## config.mk

```make
export PLATFORM = sky130hd
export DESIGN_NAME = mem_arb3
export DESIGN_NICKNAME = d
export VERILOG_FILES = /design/src/rtl/arb_pkg.sv /design/src/rtl/rr_pick3.sv /design/src/rtl/mem_arb3.sv
export SDC_FILE = /design/constraint.sdc
export NUM_CORES = 1
export LEC_CHECK = 0
export CELL_PAD_IN_SITES_DETAIL_PLACEMENT = 1
export CELL_PAD_IN_SITES_GLOBAL_PLACEMENT = 2
export CORE_UTILIZATION = 35
export CTS_CLUSTER_SIZE = 30
export DETAILED_ROUTE_END_ITERATION = 8
export MAX_ROUTING_LAYER = met4
export PLACE_DENSITY = 0.86
export RECOVER_POWER = 25
export SLEW_MARGIN = 20
export SYNTH_ARGS = -nofsm -noshare
export SYNTH_HDL_FRONTEND = slang
export SYNTH_SLANG_ARGS = --single-unit
```

## constraint.sdc

```tcl
create_clock -name clk_i -period 6.6 [get_ports clk_i]
set_input_delay 0.66 -clock clk_i [delete_from_list [all_inputs] [get_ports clk_i]]
set_output_delay 0.66 -clock clk_i [all_outputs]
set_load 0.05 [all_outputs]
```

## src/rtl/arb_pkg.sv

```systemverilog
// ============================================================================
// Module   : arb_pkg
// Brief    : Shared types, select encodings and helpers for the mem_arb3 arbiter.
// Revision : 1.0 - initial release
// ============================================================================
`default_nettype none

package arb_pkg;

  localparam int N_REQ = 3;

  localparam logic [1:0] SEL_A = 2'b00;
  localparam logic [1:0] SEL_B = 2'b01;
  localparam logic [1:0] SEL_C = 2'b10;

  typedef enum logic [0:0] {
    IDLE  = 1'b0,
    GRANT = 1'b1
  } arb_state_t;

  // An out-of-range index maps to SEL_A, so the select never shows 2'b11.
  function automatic logic [1:0] idx_to_sel(input logic [1:0] idx);
    case (idx)
      2'd0:    return SEL_A;
      2'd1:    return SEL_B;
      2'd2:    return SEL_C;
      default: return SEL_A;
    endcase
  endfunction

endpackage

`default_nettype wire

```

## src/rtl/rr_pick3.sv

```systemverilog
// ============================================================================
// Module   : rr_pick3
// Brief    : Combinational 3-way round-robin pick; search order ptr, ptr+1, ptr+2.
// Revision : 1.0 - initial release
// ============================================================================
`default_nettype none

module rr_pick3
  import arb_pkg::*;
(
  input  logic [N_REQ-1:0] req_i,
  input  logic [1:0]       ptr_i,
  output logic             found_o,
  output logic [1:0]       idx_o
);

  logic [2:0] w_cand;

  always_comb begin
    found_o = 1'b0;
    idx_o   = 2'd0;
    w_cand  = 3'd0;
    for (int k = 0; k < N_REQ; k++) begin
      w_cand = {1'b0, ptr_i} + 3'(k);
      if (w_cand >= 3'(N_REQ)) w_cand = w_cand - 3'(N_REQ);
      if (!found_o && req_i[w_cand[1:0]]) begin
        found_o = 1'b1;
        idx_o   = w_cand[1:0];
      end
    end
  end

endmodule

`default_nettype wire

```

## src/rtl/mem_arb3.sv

```systemverilog
// ============================================================================
// Module   : mem_arb3
// Brief    : Burst-holding round-robin arbiter for one shared 32-bit bus port.
// Revision : 1.0 - initial release
// ============================================================================
`default_nettype none

module mem_arb3
  import arb_pkg::*;
#(
  parameter int BURST_MAX = 8
) (
  input  logic             clk_i,
  input  logic             rst_i,
  input  logic [N_REQ-1:0] req_i,
  input  logic [N_REQ-1:0] last_i,
  input  logic             slv_ready_i,
  output logic [N_REQ-1:0] gnt_o,
  output logic [1:0]       se_o,
  output logic             valid_o,
  output logic             busy_o
);

  localparam logic [7:0] C_BURST_MAX = 8'(BURST_MAX);

  arb_state_t       state_q, state_d;
  logic [1:0]       owner_q, owner_d;
  logic [1:0]       ptr_q, ptr_d;
  logic [1:0]       se_q, se_d;
  logic [7:0]       cnt_q, cnt_d;
  logic [N_REQ-1:0] gnt_q, gnt_d;

  logic             w_granted, w_own_req, w_beat, w_last_beat, w_cap_beat;
  logic             w_forced, w_release, w_found;
  logic [7:0]       w_cnt_inc;
  logic [1:0]       w_owner_nxt, w_arb_ptr, w_win;
  logic [N_REQ-1:0] w_arb_req;

  assign w_granted   = (state_q == GRANT);
  assign w_own_req   = req_i[owner_q];
  assign w_beat      = w_granted && w_own_req && slv_ready_i;
  assign w_cnt_inc   = cnt_q + 8'd1;
  assign w_last_beat = w_beat && last_i[owner_q];
  assign w_cap_beat  = w_beat && (w_cnt_inc == C_BURST_MAX);
  assign w_forced    = w_cap_beat && !last_i[owner_q];
  assign w_release   = w_granted && (!w_own_req || w_last_beat || w_cap_beat);
  assign w_owner_nxt = (owner_q == 2'd2) ? 2'd0 : owner_q + 2'd1;

  // On release the old owner is searched last; it only competes at all when
  // its burst was cut short by the beat cap and it still has beats to send.
  assign w_arb_ptr = w_granted ? w_owner_nxt : ptr_q;
  assign w_arb_req = (w_granted && !w_forced) ? (req_i & ~gnt_q) : req_i;

  rr_pick3 u_pick (
    .req_i   (w_arb_req),
    .ptr_i   (w_arb_ptr),
    .found_o (w_found),
    .idx_o   (w_win)
  );

  always_comb begin
    state_d = state_q;
    owner_d = owner_q;
    ptr_d   = ptr_q;
    cnt_d   = cnt_q;
    gnt_d   = gnt_q;
    se_d    = se_q;
    case (state_q)
      IDLE: begin
        if (w_found) begin
          state_d        = GRANT;
          owner_d        = w_win;
          cnt_d          = 8'd0;
          gnt_d          = '0;
          gnt_d[w_win]   = 1'b1;
          se_d           = idx_to_sel(w_win);
        end
      end
      GRANT: begin
        if (w_release) begin
          ptr_d = w_owner_nxt;
          cnt_d = 8'd0;
          if (w_found) begin
            owner_d      = w_win;
            gnt_d        = '0;
            gnt_d[w_win] = 1'b1;
            se_d         = idx_to_sel(w_win);
          end else begin
            state_d = IDLE;
            gnt_d   = '0;
            se_d    = SEL_A;
          end
        end else if (w_beat) begin
          cnt_d = w_cnt_inc;
        end
      end
      default: state_d = IDLE;
    endcase
  end

  always_ff @(posedge clk_i) begin
    if (rst_i) begin
      state_q <= IDLE;
      owner_q <= 2'd0;
      ptr_q   <= 2'd0;
      cnt_q   <= 8'd0;
      gnt_q   <= '0;
      se_q    <= SEL_A;
    end else begin
      state_q <= state_d;
      owner_q <= owner_d;
      ptr_q   <= ptr_d;
      cnt_q   <= cnt_d;
      gnt_q   <= gnt_d;
      se_q    <= se_d;
    end
  end

  assign gnt_o   = gnt_q;
  assign se_o    = se_q;
  assign busy_o  = w_granted;
  assign valid_o = w_granted && w_own_req;

endmodule

`default_nettype wire

```

Word level (Yosys, flattened, before mapping). Cells that the tools add are included.

Bits in registers: 18. Input port bits: 9. Output and inout port bits: 7. Logic and storage cells: 95.

$add $sub $neg: 7. Magnitude comparators: 9. Equality and inequality tests: 7. Mux-type cells: 43. Bitwise gates (word level): 3. Reduce and logical (&&, ||, !) cells: 20.

Operators with widths (count): $mux W2 (13); $mux W8 (3); $pmux W8 S2 (1); $lt A2 B3 Y1 const B (5); $mux W3 (4); $pmux W2 S2 (3); $mux W1 (11); $bmux W1 S2 (5); $logic_and A1 B1 Y1 (10); $add A8 B1 Y8 const B (1); $eq A8 B4 Y1 const B (1); $ge A3 B2 Y1 const B (2); $pmux W3 S2 (1); $reduce_and A2 Y1 (3); $sub A2 B2 Y2 const B (3); $logic_not A1 Y1 (5); $eq A2 B2 Y1 const B (2); $ne A2 B1 Y1 const B (2); $add A2 B1 Y3 const B (1); $add A2 B2 Y3 const B (1); $and A3 B3 Y3 (1); $ne A3 B1 Y1 const B (1); $not A3 Y3 (1); $add A2 B1 Y2 const B (1); other kinds (7) (8).

Longest topological paths before layout. Gate-level depths: netlist of the first run.

Depth in word-level cells: 25. Depth in mapped cells: 11. Depth with buffers taken out: 11.

Hierarchy. A second synthesis of the first run with hierarchy kept.

Cells, all modules: 162. Area total of the unflattened synthesis: 1318.8 sq um.

By module, submodules not included: mem_arb3 (instances 1, cells an instance 130, area an instance 1067.3 sq um, seq. area each 320.3 sq um); rr_pick3 (instances 1, cells an instance 32, area an instance 251.5 sq um, seq. area each 0.0 sq um).

Least setup slack after synthesis of the first run. Ideal clock, no wire load.

Path type: reg2reg. From: reg state_q, in the netlist busy_o. To: reg owner_q[0]. Library setup time: 0.123 ns. Arrival: 2.987 ns. Data required time: 6.477 ns. Slack: 3.489 ns. Stages on the path, launching flop included: 12. Path buffers: 1. Period minus slack after synthesis: 3.111 ns. Cell sequence: dfxtp_1 -> clkbuf_1 -> mux2i_1 -> inv_1 -> ha_1 -> or2_2 -> nor2_1 -> nor2b_1 -> a222oi_1 -> a31o_2 -> nor3_4 -> mux2_1.

Longest elaborated chain between the ends: 19. Elaborated cells between the ends (all ways): 44. Those cells by class: add/sub (5); order compare (3); eq/ne (1); mux (20); bitwise (1); reduce/logical (14).

RTL lines: start, declared (RTL line mem_arb3.sv:26) `arb_state_t state_q, state_d;`; start signal, assigned (RTL line mem_arb3.sv:110) `state_q <= state_d;`; parallel branches: the longest is 19 deep, another holds $add A2 B1 Y3; end signal, assigned (RTL line mem_arb3.sv:111) `owner_q <= owner_d;`; end, declared (RTL line mem_arb3.sv:27) `logic [1:0] owner_q, owner_d;`.

Parallel ways; which one is timed is not known. The select of a mux whose other input is x is not followed. A chain may end at the register's enable or synchronous reset.

Worst setup path in the final report of the first run.
From: in req_i[2]. To: out valid_o.

Longest elaborated chain between the ends: 3.

RTL lines: start, declared (RTL line mem_arb3.sv:15) `input logic [N_REQ-1:0] req_i,`; $bmux W1 S2 (RTL line mem_arb3.sv:40) `assign w_own_req = req_i[owner_q];`; $mux W1 (implied by the code) (RTL line mem_arb3.sv:40); $logic_and A1 B1 Y1 (RTL line mem_arb3.sv:122) `assign valid_o = w_granted && w_own_req;`; end, declared (RTL line mem_arb3.sv:20) `output logic valid_o,`.

No other way between the ends. The select of a mux whose other input is x is not followed.

==> impl_metrics.env, run 1 <==
export IMPL_clk_path_buf_depth=2
export IMPL_wl_per_cell_um=16.1
export IMPL_cts_hold_buffers=0
export IMPL_die_h_um=60.1
export IMPL_dp_final_hpwl_mm=2.36
export IMPL_gr_max_usage_layer="met2"
export IMPL_drive_above_1_share_pct=11.3
export IMPL_slowest_delay_ns=0.80
export IMPL_drc=0
export IMPL_worst_slew_pin_slew_ns=0.724
export IMPL_cts_root_buf="clkbuf_4"
export IMPL_netSwitchingFraction_pct=50.2
export IMPL_synthCells=138
export IMPL_synth_seq_cells=16
export IMPL_slew_limit_headroom_pct=51.6
export IMPL_core_um2=3130
export IMPL_drt_iter0_drc=51
export IMPL_synth_edf_count=0
export IMPL_grt_max_degree=22
export IMPL_skew_ns=0.00472
export IMPL_hold_viol=0
export IMPL_outcome="finished clean"
export IMPL_synth_ff_type="dfxtp_1"
export IMPL_p_clk_share_pct=11.3
export IMPL_start_util_pct=37.8
export IMPL_pin_count=16
export IMPL_synth_top_cell_area_share_pct=27.1
export IMPL_h_tree_depth=1
export IMPL_track_usage_pct=20.4
export IMPL_async_reset_ff_share_pct=0
export IMPL_n_fill_cell=389
export IMPL_dpl_cell_count=191
export IMPL_max_cap_violations=0
export IMPL_ys_seq_area_share_pct=27.1
export IMPL_numCtsBuffers=3
export IMPL_synth_area_leader_cell="dfxtp_1"
export IMPL_final_area_um2=1390
export IMPL_finalMaxSlewViolations=0
export IMPL_grt_met1_usage_pct=27.2
export IMPL_cts_repair_resized=0
export IMPL_final_nets=165
export IMPL_cpMostUsedCell="clkdlybuf4s50_1"
export IMPL_p_leak_nw=0.518
export IMPL_place_gp_congestion=0.762
export IMPL_postCtsSetupBuffers=0
export IMPL_power_switching_mw=0.294
export IMPL_routed_via_count=1097
export IMPL_final_cells=195
export IMPL_final_period_utilization_pct=48.4
export IMPL_post_place_ws_ns=3.20
export IMPL_grt_pass1_wl_mm=5.26
export IMPL_use_met2_pct=30.5
export IMPL_clkTransAtPathRegs_ns=0.10
export IMPL_max_freq_ghz=0.313
export IMPL_endpoint_kind="primary output"
export IMPL_num_antenna_cells=0
export IMPL_critical_path_class="in2out"
export IMPL_path_max_fanout=6
export IMPL_crit_arrival_ns=2.54
export IMPL_portBuffers=15
export IMPL_pwr_share_seq_pct=25.7
export IMPL_drt_pass1_iterations=4
export IMPL_layout_min_cycle_time_ns=3.20
export IMPL_synth_cell_types=42
export IMPL_synthTopCellsByArea="dfxtp_1 (27%), mux2i_1 (5.1%), ha_1 (4.2%), nor2_1 (4.1%), mux2_1 (3.8%)"
export IMPL_area_growth_pct=17.9
export IMPL_grt_overflow=0
export IMPL_postSynthAreaPerCell_um2=8.56
export IMPL_netlist_area_um2=1180
export IMPL_setup_viol=0
export IMPL_cp_start_kind="input port"
export IMPL_clock_latency_ns=0.29
export IMPL_place_area_um2=1360
export IMPL_slowest_stage="clkdlybuf4s50_1"
export IMPL_wirelength_mm=3.14
export IMPL_grtUsageMet3_pct=5.19
export IMPL_grt_pass1_vias=1072
export IMPL_synth_nets=151
export IMPL_pwr_share_comb_pct=63.0
export IMPL_critical_path_cell_chain="clkdlybuf4s50_1 -> mux2i_1 -> o21ai_2 -> and2_1 -> clkdlybuf4s50_1"
export IMPL_cts_tree="yes"
export IMPL_crit_required_ns=5.94
export IMPL_antenna_found_initial=0
export IMPL_hold_class="reg2reg"
export IMPL_die_area_um2=3610
export IMPL_ir_drop_mv=0.184
export IMPL_tns_ns=0
export IMPL_rows=20
export IMPL_avgViaCountPerCell=5.63
export IMPL_rsz0062_at_grt="no"
export IMPL_p_per_area_nw_per_um2=421
export IMPL_finalWorstSetupSlack_ns=3.40
export IMPL_ys_warn_count=0
export IMPL_drtAntennaViolNets=0
export IMPL_clock_sinks=16
export IMPL_die_x_um=60.1
export IMPL_internal_power_mw=0.292
-- state kept, by name (all words and copies together), names as in the netlist --
name and count:
busy_o 1, cnt_q 8, gnt_o 1, owner_q 2, ptr_q 2, se_o 2
-- power by group through the flow --
stage	combinational, mW	sequential (mW)	clock (mW)
final	0.369	0.151	0.0663
after global routing	0.401	0.155	0.0729
after CTS	0.375	0.152	0.0689
after detailed placement	0.374	0.153	0
after global placement	0.360	0.151	0
after floorplan	0.261	0.170	0
-- final timing paths --
path / cells after the start / from / slack, ns / end
hold / removal: 2 / ptr_q[1]$_SDFFE_PP0P_ / 0.48 / ptr_q[1]$_SDFFE_PP0P_
hold reg to reg: 2 / ptr_q[1]$_SDFFE_PP0P_ / 0.48 / ptr_q[1]$_SDFFE_PP0P_
setup / recovery: 5 / req_i[2] / 3.40 / valid_o
setup reg to reg: 10 / busy_o$_SDFF_PP0_ / 3.42 / cnt_q[3]$_SDFFE_PP0P_
-- synthesized netlist by cell type (all sizes together), types with 2 or more instances --
library cell,n
or2,2
dfxtp,16
a41oi,2
and3,2
nand4,2
and2,6
o211ai,6
mux2i,6
a21boi,2
mux2,4
and3b,2
nand2,11
a311oi,5
nor2,13
nand3,5
buf,2
nor4b,2
clkbuf,4
nand3b,5
a31oi,3
nand2b,2
o21ai,6
ha,4
or3,2
nor2b,4
inv,4
a22oi,2
a21oi,4
-- layout by cell type (no fill, tap or decap), types with 2 or more instances in the layout --
cell             instances
dfxtp_1                 16
nor2_1                  13
nand2_1                 11
clkdlybuf4s50_1         10
mux2i_1                  6
and2_1                   6
nand3b_1                 5
nand3_1                  5
a311oi_1                 5
dlygate4sd3_1            5
inv_1                    4
o211ai_1                 4
a21oi_1                  4
nor2b_1                  4
mux2_1                   4
ha_1                     4
o21ai_1                  3
a31oi_1                  3
clkbuf_4                 3
and3_1                   2
a22oi_2                  2
and3b_1                  2
nand4_1                  2
o211ai_2                 2
a21boi_0                 2
o21ai_0                  2
or2_2                    2
a41oi_1                  2
or3_1                    2
nand2b_1                 2
-- layout make-up --
cell class	count	area, um^2	share of cell area (%)
multi-input cells	112	816	58.6
flip-flops and latches	16	320	23.0
repair buffers	15	150	10.8
inverters	4	15.0	1.08
clock buffers	4	36.3	2.61
well taps	44	55.1	3.95
-- cell families (layout without fill, tap and decap cells) --
| family | count (synthesis) | in the layout | synth area share, % |
|---|---|---|---|
| and+or+nand+nor | 60 | 60 | 29.2 |
| buffers and inverters | 10 | 23 | 3.81 |
| AOI/OAI and AO/OA | 38 | 38 | 26.7 |
| muxes | 10 | 10 | 8.90 |
| DFF | 16 | 16 | 27.1 |
| adders and majority gates | 4 | 4 | 4.24 |
-- critical path, delay by kind of cell --
family / cells / cell delay [ns]
buffers and inverters: 2 / 1.37
and+or+nand+nor: 1 / 0.18
AOI/OAI and AO/OA: 1 / 0.20
muxes: 1 / 0.12
-- layer usage --
layer | part of all wire (%) | routed length [um] | vias up
met5 | 0 | 0 | -
met4 | 0.83 | 26 | 0
met3 | 3.7 | 117 | 2
met2 | 45 | 1400 | 24
met1 | 51 | 1600 | 524
li1 | - | - | 547
-- through the flow --
step / total power [mW] / util, % / hold WS [ns]
4_1_cts: 0.596 / 44.5 / 0.485
5_1_grt: 0.630 / 44.5 / 0.528
3_5_place_dp: 0.528 / 43.4 / 0.466
3_3_place_gp: 0.511 / 43.4 / 0.449
2_1_floorplan: 0.431 / - / 0.436
6_report: 0.586 / 44.5 / 0.484
Note: power is estimated with default switching activity, not from simulation.
==> inputs of run 2 (changes only) <==
--- a/config.mk
+++ b/config.mk
@@ -7,11 +7,11 @@
 export LEC_CHECK = 0
 export CELL_PAD_IN_SITES_DETAIL_PLACEMENT = 1
 export CELL_PAD_IN_SITES_GLOBAL_PLACEMENT = 2
-export CORE_UTILIZATION = 35
+export CORE_UTILIZATION = 32
 export CTS_CLUSTER_SIZE = 30
 export DETAILED_ROUTE_END_ITERATION = 8
 export MAX_ROUTING_LAYER = met4
-export PLACE_DENSITY = 0.86
+export PLACE_DENSITY = 0.8
 export RECOVER_POWER = 25
 export SLEW_MARGIN = 20
 export SYNTH_ARGS = -nofsm -noshare
==> constraint.sdc (replaced) <==
create_clock -name clk_i -period 3.1 [get_ports clk_i]
set_input_delay 0.31 -clock clk_i [delete_from_list [all_inputs] [get_ports clk_i]]
set_output_delay 0.31 -clock clk_i [all_outputs]
set_load 0.05 [all_outputs]
==> impl_metrics.env, run 2 (synthesis results as in run 1) <==
export IMPL_pwr_share_seq_pct=22.7
export IMPL_slew_limit_headroom_pct=52.3
export IMPL_endpoint_kind="flop"
export IMPL_cts_root_buf="clkbuf_8"
export IMPL_most_common_layout_cells="dfxtp_1 (14), nor2_1 (13), nand2_1 (11)"
export IMPL_grt_max_degree=22
export IMPL_drt_iter0_drc=66
export IMPL_antenna_found_initial=0
export IMPL_numCtsBuffers=3
export IMPL_p_per_area_nw_per_um2=914
export IMPL_num_antenna_cells=0
export IMPL_cp_start_kind="flop"
export IMPL_pin_count=16
export IMPL_die_x_um=62.8
export IMPL_finalMaxSlewViolations=0
export IMPL_place_gp_congestion=0.732
export IMPL_routed_via_count=1117
export IMPL_wirelength_mm=3.17
export IMPL_crit_required_ns=3.24
export IMPL_area_growth_pct=21.8
export IMPL_n_fill_cell=420
export IMPL_setup_viol=0
export IMPL_max_freq_ghz=0.355
export IMPL_ir_drop_mv=0.416
export IMPL_largest_register_ffs=8
export IMPL_clk_path_buf_depth=2
export IMPL_p_leak_nw=0.542
export IMPL_clock_sinks=16
export IMPL_cts_tree="yes"
export IMPL_largest_register="cnt_q"
export IMPL_clkTransAtPathRegs_ns=0.07
export IMPL_grt_pass1_vias=1165
export IMPL_portBuffers=15
export IMPL_track_usage_pct=18.3
export IMPL_postCtsSetupBuffers=0
export IMPL_max_cap_violations=0
export IMPL_final_common_cell="dfxtp_1"
export IMPL_p_clk_share_pct=14.3
export IMPL_path_max_fanout=6
export IMPL_final_cells=200
export IMPL_drt_pass1_iterations=4
export IMPL_crit_arrival_ns=2.96
export IMPL_dp_final_hpwl_mm=2.51
export IMPL_skew_ns=0.00148
export IMPL_clock_latency_ns=0.25
export IMPL_pwr_share_comb_pct=63.0
export IMPL_die_area_um2=3940
export IMPL_drtAntennaViolNets=0
export IMPL_rsz0062_at_grt="no"
export IMPL_drc=0
export IMPL_grt_overflow=0
export IMPL_hold_class="reg2reg"
export IMPL_tns_ns=0
export IMPL_h_tree_depth=1
export IMPL_final_nets=168
export IMPL_internal_power_mw=0.682
export IMPL_outcome="finished clean"
export IMPL_die_h_um=62.8
export IMPL_drive_above_1_share_pct=14.3
export IMPL_start_util_pct=34.3
export IMPL_netSwitchingFraction_pct=48.2
export IMPL_finalPower_mw=1.32
export IMPL_grt_pass1_wl_mm=5.58
export IMPL_layout_min_cycle_time_ns=2.82
export IMPL_wl_per_cell_um=15.9
export IMPL_critical_path_class="reg2reg"
export IMPL_final_period_utilization_pct=90.9
export IMPL_cts_hold_buffers=0
export IMPL_avgViaCountPerCell=5.59
export IMPL_rows=21
export IMPL_hold_viol=0
export IMPL_dpl_cell_count=196
export IMPL_power_switching_mw=0.633
export IMPL_worst_slew_pin_slew_ns=0.713
export IMPL_core_um2=3440
run 2: final timing paths:
check / startpoint / end / slack (ns) / cells after the start
hold / removal: ptr_q[1]$_SDFFE_PP0P_ / ptr_q[1]$_SDFFE_PP0P_ / 0.48 / 2
hold reg to reg: ptr_q[1]$_SDFFE_PP0P_ / ptr_q[1]$_SDFFE_PP0P_ / 0.48 / 2
setup / recovery: cnt_q[0]$_SDFFE_PP0P_ / owner_q[1]$_SDFFE_PP0P_ / 0.28 / 9
setup reg to reg: cnt_q[0]$_SDFFE_PP0P_ / owner_q[1]$_SDFFE_PP0P_ / 0.28 / 9
run 2: layout make-up:
| class | count | area (um^2) | share of cell area (%) |
|---|---|---|---|
| repair buffers | 18 | 173 | 12.0 |
| well taps | 46 | 57.6 | 4.00 |
| inverters | 4 | 15.0 | 1.04 |
| multi-input cells | 112 | 816 | 56.7 |
| clock buffers | 4 | 55.1 | 3.83 |
| flip-flops and latches | 16 | 323 | 22.4 |
run 2: power groups by stage:
stage                     logic [mW]  clock network, mW  registers, mW
after floorplan                0.556                  0          0.362
after global placement         0.815                  0          0.302
after detailed placement       0.843                  0          0.304
after CTS                      0.847              0.197          0.299
after global routing           0.912              0.204          0.307
final                          0.828              0.188          0.299
run 2: stage by stage:
| step | instance area (um^2) | hold slack, ns | worst slack, ns | util (%) |
|---|---|---|---|---|
| after floorplan | 1180 | 0.436 | 0.189 | - |
| after global placement | 1380 | 0.451 | 0.280 | 40.2 |
| after global routing | 1440 | 0.508 | 0.0373 | 41.8 |
| after CTS | 1440 | 0.479 | 0.222 | 41.8 |
| after detailed placement | 1380 | 0.465 | 0.138 | 40.2 |
| final | 1440 | 0.478 | 0.282 | 41.8 |
run 2: repair_timing:
action	CTS	global route
hold endpoints to repair	0	0
endpoints found under the setup margin	0	5
resized for setup	0	1
run 2: worst max-delay path, stage by stage (launching register included):
cell and delay (ns):
dfxtp_1 0.42, ha_1 0.20, nor4b_2 0.28, and3_1 0.21, a22oi_2 0.10, o211ai_2 0.30, a22oi_2 0.13, a211o_2 0.38
nor3_4 0.32, mux2_1 0.35
run 2: per-layer routing:
metal  global-route usage, %  wire length (um)
met5                       -                 0
met4                    1.74                10
met3                    3.83                58
met2                    30.2              1570
met1                    23.7              1530
==> inputs of run 3 (changes only) <==
--- a/config.mk
+++ b/config.mk
@@ -17,3 +17,4 @@
 export SYNTH_ARGS = -nofsm -noshare
 export SYNTH_HDL_FRONTEND = slang
 export SYNTH_SLANG_ARGS = --single-unit
+export TNS_END_PERCENT = 100
==> results of run 3 <==
Final layout, timing and power as in run 2 (identical DEF).
